--- src/rtl/ser_xfer_ctrl_pkg.sv ---
// Shared definitions for the serial transfer sequencer: state encodings and default register width.
package ser_xfer_ctrl_pkg;

  localparam int DEF_WIDTH = 4;

  typedef enum logic [1:0] {
    S_IDLE  = 2'd0,
    S_SHIFT = 2'd1,
    S_DONE  = 2'd2
  } state_t;

endpackage

--- src/rtl/ser_xfer_ctrl_bit_down_counter.sv ---
// Loadable down counter holding the bits remaining in a transfer; saturates at zero.
module bit_down_counter #(
  parameter int CW = 3
) (
  input  logic          clk,
  input  logic          clear,
  input  logic          load,
  input  logic [CW-1:0] load_val,
  input  logic          en,
  output logic [CW-1:0] count,
  output logic          zero
);

  assign zero = (count == '0);

  // Clear has priority over load so a simultaneous clear/start leaves the count at zero.
  always_ff @(posedge clk) begin
    if (clear) begin
      count <= '0;
    end else if (load) begin
      count <= load_val;
    end else if (en && !zero) begin
      count <= count - 1'b1;
    end
  end

endmodule

--- src/rtl/ser_xfer_ctrl.sv ---
// Serial transfer sequencer: drives shift_ctrl for exactly N clocks per start, with stall support.
// Optional macro SER_XFER_CIRC_EN: circ_sel follows busy so the source register recirculates.
module ser_xfer_ctrl
  import ser_xfer_ctrl_pkg::*;
#(
  parameter int WIDTH = DEF_WIDTH,
  parameter int CW    = $clog2(WIDTH + 1)
) (
  input  logic          clk,
  input  logic          clear,
  input  logic          start,
  input  logic [CW-1:0] len,
  input  logic          hold,
  output logic          shift_ctrl,
  output logic          busy,
  output logic          done,
  output logic [CW-1:0] count,
  output logic          circ_sel
);

  localparam logic [CW-1:0] WIDTH_CW = CW'(WIDTH);
  localparam logic [CW-1:0] ONE_CW   = CW'(1);

  state_t        state, next_state;
  logic          cnt_load, cnt_dec, cnt_zero;
  logic [CW-1:0] len_clamped;

  assign len_clamped = ((len == '0) || (len > WIDTH_CW)) ? WIDTH_CW : len;

  bit_down_counter #(.CW(CW)) u_counter (
    .clk      (clk),
    .clear    (clear),
    .load     (cnt_load),
    .load_val (len_clamped),
    .en       (cnt_dec),
    .count    (count),
    .zero     (cnt_zero)
  );

  always_ff @(posedge clk) begin
    if (clear) begin
      state <= S_IDLE;
    end else begin
      state <= next_state;
    end
  end

  // A zero count in SHIFT cannot occur after a clamped load; it is treated as finished rather than stuck.
  always_comb begin
    next_state = state;
    cnt_load   = 1'b0;
    cnt_dec    = 1'b0;
    case (state)
      S_IDLE: begin
        if (start) begin
          cnt_load   = 1'b1;
          next_state = S_SHIFT;
        end
      end
      S_SHIFT: begin
        if (cnt_zero) begin
          next_state = S_DONE;
        end else if (!hold) begin
          cnt_dec = 1'b1;
          if (count == ONE_CW) begin
            next_state = S_DONE;
          end
        end
      end
      S_DONE: begin
        next_state = S_IDLE;
      end
      default: begin
        next_state = S_IDLE;
      end
    endcase
  end

  assign busy       = (state == S_SHIFT);
  assign shift_ctrl = busy && !hold;
  assign done       = (state == S_DONE);

`ifdef SER_XFER_CIRC_EN
  assign circ_sel = busy;
`else
  assign circ_sel = 1'b0;
`endif

endmodule

--- config.mk ---
export PLATFORM = sky130hd
export DESIGN_NAME = ser_xfer_ctrl
export DESIGN_NICKNAME = d
export VERILOG_FILES = /design/src/rtl/ser_xfer_ctrl_pkg.sv /design/src/rtl/ser_xfer_ctrl_bit_down_counter.sv /design/src/rtl/ser_xfer_ctrl.sv
export SDC_FILE = /design/constraint.sdc
export NUM_CORES = 1
export LEC_CHECK = 0
export CAP_MARGIN = 40
export CORE_AREA = 4 4 41 43
export DETAILED_ROUTE_END_ITERATION = 8
export DIE_AREA = 0 0 45 47
export SETUP_SLACK_MARGIN = 0.02
export SKIP_CTS_REPAIR_TIMING = 1
export SLEW_MARGIN = 20
export SYNTH_ARGS = -nofsm -noshare
export SYNTH_HDL_FRONTEND = slang
export SYNTH_HIERARCHICAL = 1
export SYNTH_SLANG_ARGS = --single-unit
--- constraint.sdc ---
create_clock -name clk -period 4.1 [get_ports clk]
set_clock_uncertainty 0.15 [all_clocks]
set_input_delay 0.82 -clock clk [delete_from_list [all_inputs] [get_ports clk]]
set_output_delay 0.82 -clock clk [all_outputs]
set_load 0.02 [all_outputs]
==> key figures <==
Status
  – Status: completed

Timing
  – PnR worst setup slack: between 1 and 1.5 ns
  – RSZ-0062 raised after global routing: false
  – Worst Tran Pin Value: 0.7211 ns
  – Peak Freq: between 300 and 400 MHz
  – Final setup fails: 0
  – Final period utilization: 0.7239
  – Final Hold Fails: 0
  – Final Critical Period: just under 3 ns
  – Fin Setup TNS: 0 ns
  – Slew Viols, Final: 0
  – Max-slew headroom: 0.5182

Pwr
  – Leakage: ~0.00020 µW
  – Power Internal: ~120 µW
  – Total Power: about 160 µW
  – Switch Pwr: 48.35 µW
  – Clk pwr share: 0.351
  – Logic pwr share: 0.297
  – Reg power frac: 0.352
  – Worst vdd ir: 0.0001618 V
  – Power Density: ~320 nW/µm²
  – Sw Share: 0.2933

Critical path
  – WS Path Type: primary input to primary output
  – CP Capture Type: primary output
  – CP max FO: 3
  – Crit path launch type: primary input
  – CP startpoint: hold
  – Reg-to-Reg Start: u_counter/count[1]
  – WP data required: roughly 3.1 ns
  – CP arrival: roughly 2.0 ns

Layout
  – Syn-to-layout area delta: 44.52%
  – Nets: 68
  – Antenna cells: 0
  – Fin cells: 72
  – Fraction of layout cells with a size suffix above 1: 0.08772

Yosys
  – Synth Instances: between 40 and 50
  – Cell Area, Synth: ~350 µm²
  – Syn_nets: 52
  – Sequential area share after synthesis: 0.2827
  – YS warnings: 6
  – Number of synthesized register bits: 5
  – Synth unique cells: 22
  – Post-synth top area cell: dfxtp_1
  – Synth area leaders: dfxtp_1 28%, ha_1 11%, inv_1 7.4%, nor2b_1 5.3%, nand3b_1 4.2%
  – Syn avg cell area: ~8.4 µm²
  – Top cell type's share of synthesized area: 0.2827

Global route
  – Vias in the first global route: about 320
  – Initial antenna violation count: 0
  – Largest net degree at the start of global routing: 9
  – Gr usage total: 0.08452
  – Remaining Overflow, GRT: 0
  – First-pass GRT wire length: between 1 and 1.5 mm

Clock network
  – Root buffer cell: clkbuf_4
  – Num CTS Buffers: 3
  – Clock Path Buffers: 2
  – Clk Latency, worst-skew pair: around 0.24 ns
  – Clock-pin slew on the worst setup and hold paths: about 0.05 ns
  – # clock sinks: 5
  – H-Tree Level Count: 1
  – CTS tree: done

Drt
  – Drt wl/cell: approximately 9.8 µm
  – Total Wirelength: a little over 700 µm
  – Via count: approximately 320
  – Detailed Route Iter0 Violations: 1
  – DR vias/cell: between 4 and 5
  – DRC: 0
  – ANT nets after route: 0
  – First drt pass iteration count: 3

Floorplan
  – Initial Utilization: 0.2721
  – IO Pins: 14
  – Die area: approximately 2100 µm²
  – Core area: 1301 µm²
  – Rows: 13
  – Horiz. Die Dim: roughly 45 µm
  – Chip Height: roughly 47 µm

Place
  – Port-buffer cells: 12
  – Worst slack, placed: 1.135 ns
  – Placed cells: between 60 and 70
  – Routability cong.: about 0.7

Flow run
  – Number of max-cap violations: 0

Hold path
  – Worst hold-check path type: flop to flop
  – Hold_sp: u_counter/count[2]
[layout make-up]
cell class / count / area (µm²)
well taps: 15 / 18.77
inverters: 7 / 26.28
multi-input cells: 29 / 220.2
flip-flops and latches: 5 / 100.1
clock buffers: 4 / 26.28
fillers: 141 / 789.5
repair buffers: 12 / 120.1
[flip-flops by register name, summed over array words and instances (netlist names)]
name	count
state	2
u_counter/count	3
[metal layers]
layer  track usage  share of wire  vias up
li1              -              -      172
met1       0.07045           0.40      140
met2        0.1384           0.50        9
met3       0.02299          0.068        2
met4        0.1228          0.033        0
met5             0              0        -
[cell usage after synthesis]
cell,n
inv_1,7
dfxtp_1,5
ha_1,3
nor2b_1,3
a31oi_1,2
nand2_1,2
nand3b_1,2
nor3b_1,2
o21a_1,2
or3_1,2
a21oi_1,1
buf_4,1
conb_1,1
nand2b_1,1
nand2b_4,1
nor2_1,1
nor3_1,1
nor4b_2,1
o41ai_1,1
or2_1,1
or4b_1,1
xnor2_1,1
[through the flow]
stage	utilization	hold WS, ns	area [µm²]
3_3_place_gp	0.3731	0.3965	485.5
4_1_cts	0.3933	0.4024	511.7
2_1_floorplan	-	0.3733	354.1
3_5_place_dp	0.3731	0.3955	485.5
6_report	0.3933	0.3986	511.7
5_1_grt	0.3933	0.4393	511.7
[cell usage in the layout, fill, tap and decap left out]
cell type,instances
clkbuf_1,1
clkdlybuf4s50_1,12
or4b_1,1
clkbuf_4,3
dfxtp_1,5
ha_1,3
o21a_1,2
a21oi_1,1
nand3b_1,2
o41ai_1,1
xnor2_1,1
or3_1,2
inv_1,7
nand2_1,2
or2_1,1
nor3_1,1
nor2b_1,3
nor2_1,1
nand2b_1,1
nand2b_4,1
nor4b_2,1
conb_1,1
a31oi_1,2
nor3b_1,2
[final timing paths]
path | to | slack, ns | cells after the start
hold reg to reg | u_counter/count[2] | 0.40 | 2
setup / recovery | shift_ctrl | 1.13 | 3
hold / removal | u_counter/count[2] | 0.40 | 2
setup reg to reg | u_counter/count[1] | 2.09 | 7
[power groups by stage]
stage | sequential (µW) | clock [µW] | combinational [µW]
finish | 58.0 | 57.8 | 49.0
global route | 58.6 | 64.5 | 54.7
CTS | 58.1 | 62.2 | 49.5
detailed placement | 58.9 | 0 | 49.3
global placement | 59.2 | 0 | 49.0
floorplan | 61.1 | 0 | 27.0
[logic make-up (layout without fill, tap and decap cells)]
group | count (synthesis) | count (layout) | synth area share
AO/OA/AOI/OAI | 6 | 6 | 0.1166
XOR/XNOR | 1 | 1 | 0.02474
AND/OR/NAND/NOR | 18 | 18 | 0.3639
flip-flops | 5 | 5 | 0.2827
buffers and inverters | 8 | 23 | 0.09543
adder cells (fa/ha/maj) | 3 | 3 | 0.1060
other | 1 | 1 | 0.01059
[critical path: stages]
cell	delay, ns
clkdlybuf4s50_1	0.45
nor2_1	0.12
clkdlybuf4s50_1	0.60
Note: power is estimated with default switching activity, not from simulation.
